`src/rtl/mux_bus_arbiter_4_pkg.sv`:
```
// Shared definitions for the mux_bus_arbiter_4 slice.
// Contents: FSM state encoding, source/count widths, one-hot helper.
package mux_bus_arbiter_4_pkg;

    localparam int SRC_W   = 2;
    localparam int NUM_SRC = 4;
    localparam int COUNT_W = 8;

    // Beat counter saturates here when the owner holds lock.
    localparam logic [COUNT_W-1:0] COUNT_MAX = {COUNT_W{1'b1}};

    typedef enum logic {
        ST_IDLE = 1'b0,
        ST_BUSY = 1'b1
    } state_t;

    function automatic logic [NUM_SRC-1:0] onehot(input logic [SRC_W-1:0] idx);
        logic [NUM_SRC-1:0] v;
        v      = '0;
        v[idx] = 1'b1;
        return v;
    endfunction

endpackage

```
`src/rtl/mux_8_2.sv`:
```
// MUX_8_2: 8-bit wide 4:1 multiplexer with a 2-bit select.
// Ports: D0..D3 data inputs, S select, Y selected data.
module MUX_8_2 (
    input  logic [7:0] D0,
    input  logic [7:0] D1,
    input  logic [7:0] D2,
    input  logic [7:0] D3,
    input  logic [1:0] S,
    output logic [7:0] Y
);

    always_comb begin
        unique case (S)
            2'd0:    Y = D0;
            2'd1:    Y = D1;
            2'd2:    Y = D2;
            default: Y = D3;
        endcase
    end

endmodule

```
`src/rtl/mux_bus_arbiter_4_rr_pick.sv`:
```
// rr_pick_4: combinational round-robin picker.
// Ports: req  - request vector, bit i = source i
//        last - index of the most recent owner
//        pick - first requesting source scanning last+1, last+2, ... mod 4
//        any  - at least one request is present
module rr_pick_4
    import mux_bus_arbiter_4_pkg::*;
(
    input  logic [NUM_SRC-1:0] req,
    input  logic [SRC_W-1:0]   last,
    output logic [SRC_W-1:0]   pick,
    output logic               any
);

    logic [SRC_W-1:0] idx;

    // NOTE: every variable written in a combinational block gets a default
    // first, so no path through the block leaves it unassigned (no latch).
    always_comb begin
        pick = '0;
        any  = 1'b0;
        idx  = '0;
        // The offset wraps in SRC_W bits, so the final step (k = NUM_SRC)
        // revisits 'last' itself as the lowest-priority candidate.
        for (int k = 1; k <= NUM_SRC; k++) begin
            idx = last + SRC_W'(k);
            if (!any && req[idx]) begin
                pick = idx;
                any  = 1'b1;
            end
        end
    end

endmodule

```
`src/rtl/mux_bus_arbiter_4.sv`:
```
// mux_bus_arbiter_4: round-robin owner of a shared 8-bit 4:1 mux datapath.
// Ports: clk, reset_n (async active-low)
//        req/lock     - per-source request and burst-limit override
//        din0..din3   - source data, selected through MUX_8_2 by sel
//        ready        - sink accepts a beat this cycle
//        grant/sel    - one-hot owner and its index
//        dout/dout_valid/dout_src - registered beat, strobe and source index
module mux_bus_arbiter_4
    import mux_bus_arbiter_4_pkg::*;
#(
    parameter int MAX_BURST = 4
) (
    input  logic               clk,
    input  logic               reset_n,
    input  logic [NUM_SRC-1:0] req,
    input  logic [NUM_SRC-1:0] lock,
    input  logic [7:0]         din0,
    input  logic [7:0]         din1,
    input  logic [7:0]         din2,
    input  logic [7:0]         din3,
    input  logic               ready,
    output logic [NUM_SRC-1:0] grant,
    output logic [SRC_W-1:0]   sel,
    output logic [7:0]         dout,
    output logic               dout_valid,
    output logic [SRC_W-1:0]   dout_src
);

    state_t               state_q, state_d;
    logic [NUM_SRC-1:0]   grant_q, grant_d;
    logic [SRC_W-1:0]     sel_q, sel_d;
    logic [SRC_W-1:0]     last_q, last_d;
    logic [COUNT_W-1:0]   count_q, count_d;
    logic [7:0]           dout_q, dout_d;
    logic                 valid_q, valid_d;
    logic [SRC_W-1:0]     src_q, src_d;

    logic [SRC_W-1:0]     pick;
    logic                 any;
    logic [7:0]           mux_y;
    logic                 owner_req;
    logic                 beat;
    logic                 limit_hit;
    logic                 release_own;
    logic [COUNT_W-1:0]   count_inc;

    rr_pick_4 u_pick (
        .req  (req),
        .last (last_q),
        .pick (pick),
        .any  (any)
    );

    MUX_8_2 u_mux (
        .D0 (din0),
        .D1 (din1),
        .D2 (din2),
        .D3 (din3),
        .S  (sel_q),
        .Y  (mux_y)
    );

    // While BUSY, sel_q is the owner index.
    assign owner_req = req[sel_q];
    assign beat      = (state_q == ST_BUSY) && owner_req && ready;
    assign count_inc = (count_q == COUNT_MAX) ? count_q : count_q + 1'b1;
    // '>=' rather than '==' so a lock dropped after the limit was passed
    // still releases on the next accepted beat.
    assign limit_hit = !lock[sel_q] &&
                       ((32'(count_q) + 32'd1) >= 32'(MAX_BURST));
    assign release_own = (state_q == ST_BUSY) &&
                         (!owner_req || (beat && limit_hit));

    // NOTE: sequential state uses non-blocking assignments so every register
    // samples pre-edge values regardless of statement order.
    always_ff @(posedge clk or negedge reset_n) begin
        if (!reset_n) state_q <= ST_IDLE;
        else          state_q <= state_d;
    end

    always_comb begin
        state_d = state_q;
        unique case (state_q)
            ST_IDLE: if (any)         state_d = ST_BUSY;
            ST_BUSY: if (release_own) state_d = ST_IDLE;
            default:                  state_d = ST_IDLE;
        endcase
    end

    always_comb begin
        grant_d = grant_q;
        sel_d   = sel_q;
        last_d  = last_q;
        count_d = count_q;
        dout_d  = dout_q;
        src_d   = src_q;
        valid_d = 1'b0;
        unique case (state_q)
            ST_IDLE: begin
                if (any) begin
                    grant_d = onehot(pick);
                    sel_d   = pick;
                    last_d  = pick;
                    count_d = '0;
                end else begin
                    grant_d = '0;
                end
            end
            ST_BUSY: begin
                if (beat) begin
                    dout_d  = mux_y;
                    src_d   = sel_q;
                    valid_d = 1'b1;
                    count_d = count_inc;
                end
                if (release_own) grant_d = '0;
            end
            default: grant_d = '0;
        endcase
    end

    always_ff @(posedge clk or negedge reset_n) begin
        if (!reset_n) begin
            grant_q <= '0;
            sel_q   <= '0;
            last_q  <= SRC_W'(NUM_SRC - 1);  // source 0 wins first
            count_q <= '0;
            dout_q  <= '0;
            valid_q <= 1'b0;
            src_q   <= '0;
        end else begin
            grant_q <= grant_d;
            sel_q   <= sel_d;
            last_q  <= last_d;
            count_q <= count_d;
            dout_q  <= dout_d;
            valid_q <= valid_d;
            src_q   <= src_d;
        end
    end

    assign grant      = grant_q;
    assign sel        = sel_q;
    assign dout       = dout_q;
    assign dout_valid = valid_q;
    assign dout_src   = src_q;

endmodule

```
`config.mk`:
```
export PLATFORM = sky130hd
export DESIGN_NAME = mux_bus_arbiter_4
export DESIGN_NICKNAME = d
export VERILOG_FILES = /design/src/rtl/mux_bus_arbiter_4_pkg.sv /design/src/rtl/mux_8_2.sv /design/src/rtl/mux_bus_arbiter_4_rr_pick.sv /design/src/rtl/mux_bus_arbiter_4.sv
export SDC_FILE = /design/constraint.sdc
export NUM_CORES = 1
export LEC_CHECK = 0
export CORE_MARGIN = 5
export CORE_UTILIZATION = 40
export CTS_CLUSTER_DIAMETER = 200
export DETAILED_ROUTE_END_ITERATION = 8
export HOLD_SLACK_MARGIN = 0.06
export PLACE_DENSITY = 0.75
export SYNTH_ARGS = -nofsm -noshare
export SYNTH_HDL_FRONTEND = slang
export SYNTH_HIERARCHICAL = 1
export SYNTH_SLANG_ARGS = --single-unit
export TNS_END_PERCENT = 10
```
`constraint.sdc`:
```
create_clock -name clk -period 1.7 [get_ports clk]
set_input_delay 0.34 -clock clk [delete_from_list [all_inputs] [get_ports clk]]
set_output_delay 0.34 -clock clk [all_outputs]
set_load 0.005 [all_outputs]
```
# ---- Yosys cells after proc, flatten, opt, wreduce, memory -nomap -nowiden
# Cells that the tools add are included.
dict set report op_classes {
  add_sub_neg 5
  order_cmp 8
  n_eq_ne 7
  mux 35
  bitwise_logic 1
  n_reduce_logical 19
}
# cell count
set op_table {}
lappend op_table {{8-bit 2-to-1 mux} 3}
lappend op_table {{8-bit one-hot mux with 3 select lines} 1}
lappend op_table {{2-bit by 3-bit < comparator with 1-bit output (second input constant)} 6}
lappend op_table {{8-bit one-hot mux with 2 select lines} 1}
lappend op_table {{1-bit 2-to-1 mux} 15}
lappend op_table {{1-bit binary-select mux with 2-bit select} 6}
lappend op_table {{8-bit by 1-bit adder with 9-bit output (second input constant)} 1}
lappend op_table {{9-bit by 3-bit >= comparator with 1-bit output (second input constant)} 1}
lappend op_table {{1-bit logical AND} 9}
lappend op_table {{8-bit by 1-bit adder with 8-bit output (second input constant)} 1}
lappend op_table {{8-bit == test (second input constant)} 1}
lappend op_table {{2-bit 2-to-1 mux} 4}
lappend op_table {{4-bit 2-to-1 mux} 2}
lappend op_table {{4-bit one-hot mux with 2 select lines} 1}
lappend op_table {{1-bit zero test} 5}
lappend op_table {{2-bit adder (second input constant)} 2}
lappend op_table {{2-bit by 1-bit inequality test with 1-bit output (second input constant)} 2}
lappend op_table {{2-bit inequality test (second input constant)} 2}
lappend op_table {{2-bit AND reduction} 2}
lappend op_table {{3-bit AND reduction} 1}
lappend op_table {{2-bit by 1-bit adder with 2-bit output (second input constant)} 1}
lappend op_table {{1-bit demux with 2-bit select} 1}
lappend op_table {{2-bit by 1-bit == test with 1-bit output (second input constant)} 1}
lappend op_table {{2-bit == test (second input constant)} 1}
lappend op_table {{5 further kinds} 5}
dict set report totals {
  register_bits 28
  input_bits 43
  out_inout_bits 17
}

# ---- Longest topological paths before layout
# Gate-level depths: netlist (run 1).
dict set report logic_depth {
  word_depth 19
  depth_mapped 7
  depth_no_buf 6
}

# ---- By module
# Netlist (run 1), hierarchy kept.
# module n_inst cells_each area_each_um2
set by_module_without_submodules {}
lappend by_module_without_submodules {mux_bus_arbiter_4 1 149 1335.0}
lappend by_module_without_submodules {MUX_8_2 1 10 196.4}
lappend by_module_without_submodules {rr_pick_4 1 14 91.3}

# ---- Worst setup path before layout (run 1)
# No wires, ideal clock.
dict set report synth_path {
  path_kind {reg2reg}
  startpoint {reg count_q[0]}
  endpoint {reg grant_q[0], in the netlist grant[0]}
  setup_time_ps 145
  arrival_ps 1603
  t_required_ps 1555
  slack_ps -48
  path_stages_with_launch 8
  n_path_buf 1
  cell_sequence {dfrtp_1 -> ha_1 -> and2_1 -> buf_2 -> a21oi_1 -> o32ai_1 -> a41oi_1 -> o32ai_1}
}
dict set report synth_via {
  elab_chain_cells 7
}
# element line
set synth_lines {}
lappend synth_lines {{start: declaration} mux_bus_arbiter_4.sv:33} ;# logic [COUNT_W-1:0] count_q, count_d;
lappend synth_lines {{start signal: assignment} mux_bus_arbiter_4.sv:135} ;# count_q <= count_d;
lappend synth_lines {{8-bit by 1-bit adder with 9-bit output} mux_bus_arbiter_4.sv:70} ;# ((32'(count_q) + 32'd1) >= 32'(MAX_BURST));
lappend synth_lines {{9-bit by 3-bit >= comparator with 1-bit output} mux_bus_arbiter_4.sv:70}
lappend synth_lines {{1-bit logical AND} mux_bus_arbiter_4.sv:69} ;# assign limit_hit = !lock[sel_q] &&
lappend synth_lines {{1-bit logical AND} mux_bus_arbiter_4.sv:72} ;# (!owner_req || (beat && limit_hit));
lappend synth_lines {{1-bit logical OR} mux_bus_arbiter_4.sv:72}
lappend synth_lines {{1-bit logical AND} mux_bus_arbiter_4.sv:71} ;# assign release_own = (state_q == ST_BUSY) &&
lappend synth_lines {{2-bit by 1-bit inequality test with 1-bit output (no line)} -}
lappend synth_lines {{end signal: assignment} mux_bus_arbiter_4.sv:132} ;# grant_q <= grant_d;
lappend synth_lines {{end: declaration} mux_bus_arbiter_4.sv:30} ;# logic [NUM_SRC-1:0] grant_q, grant_d;
# Every way passes these cells.
# A chain may end at the register's enable or synchronous reset.

# ---- Worst setup path in the final report (run 1)
dict set report layout_path {
  startpoint {reg count_q[0]}
  endpoint {reg grant_q[2], in the netlist grant[2]}
}
# The elaborated chain is that of the path after synthesis.

==> impl_summary.log, run 1 <==
[metrics] most common library cell in the layout ignoring fill and taps: clkdlybuf4s50_1
[metrics] Wirelength per Cell: between 15 and 20 um
[metrics] Yosys top cell area share: 0.401
[metrics] Crit path max-delay family: compound AO/OA/AOI/OAI gates
[metrics] TritonCTS clock tree: built
[metrics] clock latency on the worst-skew pair: about 0.28 ns
[metrics] setup repair after global routing missed its margin: true
[metrics] buffers from clock root to sink, at most: 2
[metrics] number of top-level design ports: 60
[metrics] Syn Area/Cell: ~9.4 sq um
[metrics] share of cells above drive strength 1: 0.275
[metrics] number of design rule violations left after detail routing: 0
[metrics] highest net fanout along the worst path: 5
[metrics] Synthesis Warnings: 6
[metrics] worst vdd rail ir drop: ~1.0 mV
[metrics] cell-by-cell listing of the critical path: ha_2, and2_4, a21oi_1, o32ai_2, a41oi_4, o22ai_1
[metrics] highest-count cells in the layout ignoring fill and taps: 55 x clkdlybuf4s50_1, 49 x nand2_1, 30 x buf_4
[metrics] cell with the largest stage delay on the worst path: dfrtp_1
[metrics] core region area: between 0.003 and 0.004 sq mm
[metrics] library cell occupying the most area in the post-synthesis netlist: dfrtp_1
[metrics] floorplan die area: about 0.0054 sq mm
[metrics] effective utilization at floorplan: 0.409
[metrics] wire length after detailed routing: 4940 um
[metrics] starting DRC count in detailed routing: 90
[metrics] slowest cell delay on critical path: between 0.3 and 0.4 ns
[metrics] number of cells produced by synthesis: roughly 170
[metrics] input/output buffers: ~60
[metrics] end-of-flow core utilization: 0.680
[metrics] clock buffer count from CTS: 3
[metrics] Min Clock Period, post-route: about 1.7 ns
[metrics] Synth area leaders: dfrtp_1 40%, mux4_2 12%, nand2_1 11%
[metrics] total of max-cap violations: 0
[metrics] cts-stage hold buffer count: 0
[metrics] num rows: 23
[metrics] antenna violations before repair: 0
[metrics] Syn Std Cell Area: between 0.0015 and 0.002 sq mm
[metrics] areal power density over the cells: 1370 mW/mm^2
[metrics] leakage power figure: ~0.0012 uW
[metrics] GRT Resource Usage Total: 0.180
[metrics] Die Width: about 74 um
[metrics] clock-pin slew reported for the worst setup and hold paths after clock tree synthesis: around 0.1 ns
[metrics] measured slew at the worst slew-check pin: between 0.4 and 0.5 ns
[metrics] Pwr Total: roughly 3700 uW
[metrics] critical path required time: roughly 1.9 ns
[metrics] via count: between 1500 and 2000
[metrics] RR Startpoint: count_q[0]
[metrics] category of the worst setup path capture point: register
[metrics] nets@finish: 307
[metrics] setup slack of the worst register-to-register path: between 0.01 and 0.015 ns
[metrics] last weighted congestion value of the routability-driven placer: roughly 0.88
[metrics] number of global-route vias before repair: 1607
[metrics] kind of critical path: reg2reg
[metrics] type of origin of the critical path: register
[metrics] chip height: 73.7 um
[metrics] run status: completed
[metrics] area delta synth->final: 66.3%
[metrics] total nets after synthesis: roughly 220
[metrics] Final Setup Violations: 0
[metrics] via count normalized by instance count: approximately 5
[metrics] share of the clock period used by the worst path after layout: 0.992
[metrics] pin count of the biggest net entering global routing: 29
[metrics] worst hold-check path type: in2async
[metrics] f_max: 0.593 GHz
[metrics] global-route wire length before repair: between 7000 and 8000 um
[metrics] CP Buf/Inv Count: 0
[metrics] ANT nets after route: 0
[metrics] number of diodes added for antenna fixing: 0
[metrics] post-synthesis sequential area ratio: 0.433
[metrics] HPWL after detailed placement: roughly 3700 um
[metrics] cell depth of the worst flop-to-flop path: 6
[metrics] setup slack after placement: -0.320 ns
[metrics] endpoint of the lowest-slack register-to-register path: grant[2]
[metrics] Fin Clk Skew: roughly 0.0093 ns
[metrics] Pins Over Slew Limit: 0
[metrics] iteration count of the initial detailed-routing pass: 5
[metrics] count of clock tree sinks: 28
[metrics] final count of hold timing violations: 0
[metrics] Slew Limit Headroom: 0.727
[metrics] distinct cell type count after synthesis: 37
[metrics] Clock Root Buffer: clkbuf_8
[metrics] post-synthesis register bit count: 28
[metrics] GR Overflow Total: 0
[metrics] Worst Slack Setup Final: 0.0142 ns
[metrics] H-tree depth reported by CTS: 1
[metrics] worst path arrival time: roughly 1.9 ns
## sequential cells by signal, indices dropped and copies added, names as in the netlist
signal	flops
grant	4
count_q	8
dout_src	2
state_q	1
last_q	2
sel	2
dout	8
dout_valid	1
## area by class of cell
| cell class | instances | area, sq um |
|---|---|---|
| Fill cell | 307 | 1270 |
| Multi-Input combinational cell | 129 | 977 |
| Timing Repair Buffer | 93 | 875 |
| Sequential cell | 28 | 706 |
| Tap cell | 50 | 62.6 |
| Clock buffer | 4 | 45.0 |
| Inverter | 8 | 33.8 |
## cell families (layout without fill, tap and decap cells)
logic type	after synthesis	count (layout)	share of synthesized area
mux	13	13	0.150
flops	28	28	0.433
fa+ha+maj	1	1	0.00771
buf+inv	16	105	0.0439
compound gates	32	32	0.140
simple gates	83	83	0.225
## worst reg2reg max path, stage by stage (launching register included)
cell	delay, ns
dfrtp_1	0.38
ha_2	0.25
and2_4	0.18
a21oi_1	0.07
o32ai_2	0.32
a41oi_4	0.20
o22ai_1	0.19
## synthesized netlist by cell type, drive strengths merged
| cell | number |
|---|---|
| dfstp | 2 |
| o211ai | 2 |
| dfrtp | 26 |
| a21oi | 6 |
| a211oi | 1 |
| o221ai | 1 |
| and2 | 1 |
| clkbuf | 5 |
| mux2i | 3 |
| buf | 3 |
| a31oi | 5 |
| a211o | 3 |
| or4 | 1 |
| and3 | 3 |
| nor3 | 4 |
| nand3 | 7 |
| nand4 | 1 |
| a41oi | 1 |
| mux4 | 9 |
| o2bb2ai | 1 |
| a21boi | 1 |
| nor2b | 1 |
| nand2b | 6 |
| mux2 | 1 |
| nor2 | 8 |
| nand2 | 50 |
| o32ai | 2 |
| inv | 8 |
| and2b | 1 |
| o21ai | 6 |
| o22ai | 3 |
| ha | 1 |
## metal layers
metal	GRT usage	vias to the layer above	wire length, um
met4	0.0322	0	29
met3	0.0438	6	165
met2	0.320	31	2800
met1	0.222	766	1950
met5	0	-	0
li1	-	797	-
## what timing repair did
action                     CTS  global route
pin swaps                    0             6
resized for setup            3            32
buffers inserted             0             3
setup endpoints to repair   12            21
## power breakdown
group / total (uW) / leakage [uW] / switching, uW / internal, uW
clock: 372 / 0.0000228 / 204 / 168
combinational: 2170 / 0.000822 / 916 / 1260
sequential: 1160 / 0.000354 / 225 / 932
## stage by stage
step / instances / setup TNS (ns) / instance area, sq um / hold WS [ns]
5_1_grt: 312 / -0.719 / 2700 / 0.459
4_1_cts: 309 / -0.190 / 2530 / 0.440
6_report: 312 / 0 / 2700 / 0.426
2_1_floorplan: 173 / 0 / 1630 / 0.0444
3_3_place_gp: 305 / -4.77 / 2470 / 0.457
3_5_place_dp: 305 / -5.81 / 2470 / 0.464
## how the worst max path moves through the flow
stage               start    endpoint  slack, ns  depth (start not counted)
5_1_grt        count_q[0]    grant[2]      -0.07                          6
3_3_place_gp       req[2]  count_q[4]      -0.25                          6
2_1_floorplan  count_q[0]    grant[0]       0.06                          7
3_5_place_dp       req[2]  count_q[4]      -0.32                          6
4_1_cts            sel[1]    grant[0]      -0.07                          6
6_report       count_q[0]    grant[2]       0.01                          6
Note: power is estimated with default switching activity, not from simulation.
==> run 2, diff against run 1 <==
GPL_ROUTABILITY_DRIVEN = 0   (was not set)
==> results of run 2 <==
Final layout, timing and power as in run 1 (identical DEF).
==> run 3, diff against run 2 <==
HOLD_SLACK_MARGIN = 0.08   (was 0.06)
SKIP_LAST_GASP = 1   (was not set)
==> impl_summary.log, run 3 (synthesized netlist as in run 1, its figures left out) <==
[metrics] run status: completed
[metrics] area delta synth->final: 61.1%
[metrics] chip height: 73.7 um (unchanged)
[metrics] clock latency on the worst-skew pair: 0.27 ns (about the same)
[metrics] TNS Setup: 0 ns (unchanged)
[metrics] wire length after detailed routing: 4750 um (-3.9%)
[metrics] Clock Root Buffer: clkbuf_8
[metrics] kind of critical path: in2reg
[metrics] share of cells above drive strength 1: 0.246 (-0.0287)
[metrics] sequential share of power: 0.321 (+0.008)
[metrics] Pins Over Slew Limit: 0 (unchanged)
[metrics] ANT nets after route: 0 (unchanged)
[metrics] end-of-flow core utilization: 0.658 (-0.0214)
[metrics] Min Clock Period, post-route: 1.70 ns (+0.0114 ns)
[metrics] via count normalized by instance count: 5.18 (+0.96%)
[metrics] iteration count of the initial detailed-routing pass: 4 (-1)
[metrics] antenna violations before repair: 0 (unchanged)
[metrics] Finished Cell Area: 0.00261 sq mm (-3.2%)
[metrics] power dissipated by switching net loads: 1290 uW (-4.1%)
[metrics] input/output buffers: 59 (unchanged)
[metrics] pin count of the biggest net entering global routing: 29 (unchanged)
[metrics] highest-count cells in the layout ignoring fill and taps: 58 x clkdlybuf4s50_1, 49 x nand2_1, 30 x buf_4
[metrics] areal power density over the cells: 1370 mW/mm^2 (-0.47%)
[metrics] Worst Hold Slack: 0.428 ns (+0.00242 ns)
[metrics] category of the worst setup path capture point: register
[metrics] placement-stage cell area: 0.00247 sq mm (unchanged)
[metrics] most common library cell in the layout ignoring fill and taps: clkdlybuf4s50_1
[metrics] GRT Resource Usage Total: 0.176 (-0.00430)
[metrics] num rows: 23 (unchanged)
[metrics] clock-pin slew reported for the worst setup and hold paths after clock tree synthesis: 0.10 ns (about the same)
[metrics] H-tree depth reported by CTS: 1 (unchanged)
[metrics] Wirelength per Cell: 15.3 um (-3.3%)
[metrics] worst hold-check path type: in2async
[metrics] Sw Ratio: 0.362 (-0.00180)
[metrics] worst vdd rail ir drop: 0.922 mV (-11%)
[metrics] f_max: 0.589 GHz (-0.67%)
[metrics] starting DRC count in detailed routing: 94 (+4.4%)
[metrics] effective utilization at floorplan: 0.409 (unchanged)
[metrics] fillers: 328 (+6.8%)
[metrics] floorplan die area: 0.00543 sq mm (unchanged)
[metrics] highest net fanout along the worst path: 4 (-1)
[metrics] number of diodes added for antenna fixing: 0 (unchanged)
[metrics] TritonCTS clock tree: built
[metrics] worst path arrival time: 1.90 ns (+0.02 ns)
[metrics] number of top-level design ports: 60 (unchanged)
[metrics] Fin Clk Skew: 0.00901 ns (-0.000333 ns)
[metrics] measured slew at the worst slew-check pin: 0.390 ns (-0.0191 ns)
[metrics] critical path required time: 1.90 ns (about the same)
[metrics] core region area: 0.00397 sq mm (unchanged)
[metrics] share of the clock period used by the worst path after layout: 0.998 (+0.00672)
[metrics] fraction of power consumed by combinational cells: 0.575 (-0.012)
[metrics] global-route wire length before repair: 7390 um (-2.2%)
[metrics] leakage power figure: 0.00114 uW (-4.5%)
[metrics] number of global-route vias before repair: 1576 (-1.9%)
[metrics] number of design rule violations left after detail routing: 0 (unchanged)
[metrics] GR Overflow Total: 0 (unchanged)
[metrics] nets@finish: 305 (-0.65%)
[metrics] Die Width: 73.7 um (unchanged)
[metrics] Pwr Total: 3570 uW (-3.6%)
[metrics] Slew Limit Headroom: 0.740 (+0.0127)
[metrics] type of origin of the critical path: input pin
[metrics] Final Setup Violations: 0 (unchanged)
[metrics] count of clock tree sinks: 28 (unchanged)
[metrics] clock buffer count from CTS: 3 (unchanged)
[metrics] via count: 1605 (+0.31%)
[metrics] buffers from clock root to sink, at most: 2 (unchanged)
[metrics] setup repair after global routing missed its margin: true
[metrics] HPWL after detailed placement: 3650 um (unchanged)
[metrics] total of max-cap violations: 0 (unchanged)
[metrics] clock power share: 0.104 (+0.004)
[metrics] Internal: 2280 uW (-3.3%)
[metrics] final count of hold timing violations: 0 (unchanged)
-- run 3: critical path: stages --
cell	delay [ns]
clkdlybuf4s50_1	0.50
mux2i_2	0.09
o22ai_2	0.28
nand2_2	0.09
or4_1	0.50
o211ai_1	0.09
-- run 3: cell type report --
cell class	instances	area (sq um)	area share
well taps	50	62.6	0.0239
inverters	8	33.8	0.0129
clock buffers	4	45.0	0.0172
repair buffers	91	841	0.322
multi-input cells	129	926	0.354
flip-flops and latches	28	706	0.270
-- run 3: metrics by stage --
stage,instances,setup WS (ns)
CTS,309,-0.0786
finish,310,0.00273
detailed placement,305,-0.320
global route,310,-0.0739
global placement,305,-0.252
floorplan,173,0.0592
-- run 3: repair_timing --
item,CTS,global route
setup buffers,0,1
setup endpoints to repair,12,21
hold buffers,0,0
resized for setup,1,18
endpoints found under the hold margin,0,0
pin swaps,0,5
-- run 3: final timing paths --
kind	startpoint	end	slack (ns)	cells past startpoint
worst max-delay path	req[2]	count_q[7]	0.003	6
worst min-delay path	reset_n	dout[5]	0.43	2
worst max register to register	sel[1]	count_q[7]	0.03	5
worst min register to register	dout[7]	dout[7]	0.48	2
max in group asynchronous	reset_n	last_q[1]	0.95	2
min in group clk	dout[7]	dout[7]	0.48	2
-- run 3: metal layers --
| metal | GRT usage | wire (um) | up-vias |
|---|---|---|---|
| met5 | 0 | 0 | - |
| met4 | 0.0282 | 20 | 0 |
| met3 | 0.0424 | 174 | 2 |
| met2 | 0.309 | 2670 | 32 |
| met1 | 0.221 | 1880 | 782 |
| li1 | - | - | 789 |
-- run 3: power groups by stage --
| stage | Combinational (uW) | Clock, uW | Sequential, uW |
|---|---|---|---|
| 2_1_floorplan | 926 | 0 | 1140 |
| 3_3_place_gp | 1850 | 0 | 1120 |
| 3_5_place_dp | 1890 | 0 | 1130 |
| 4_1_cts | 1910 | 380 | 1120 |
| 5_1_grt | 2250 | 402 | 1190 |
| 6_report | 2050 | 370 | 1150 |
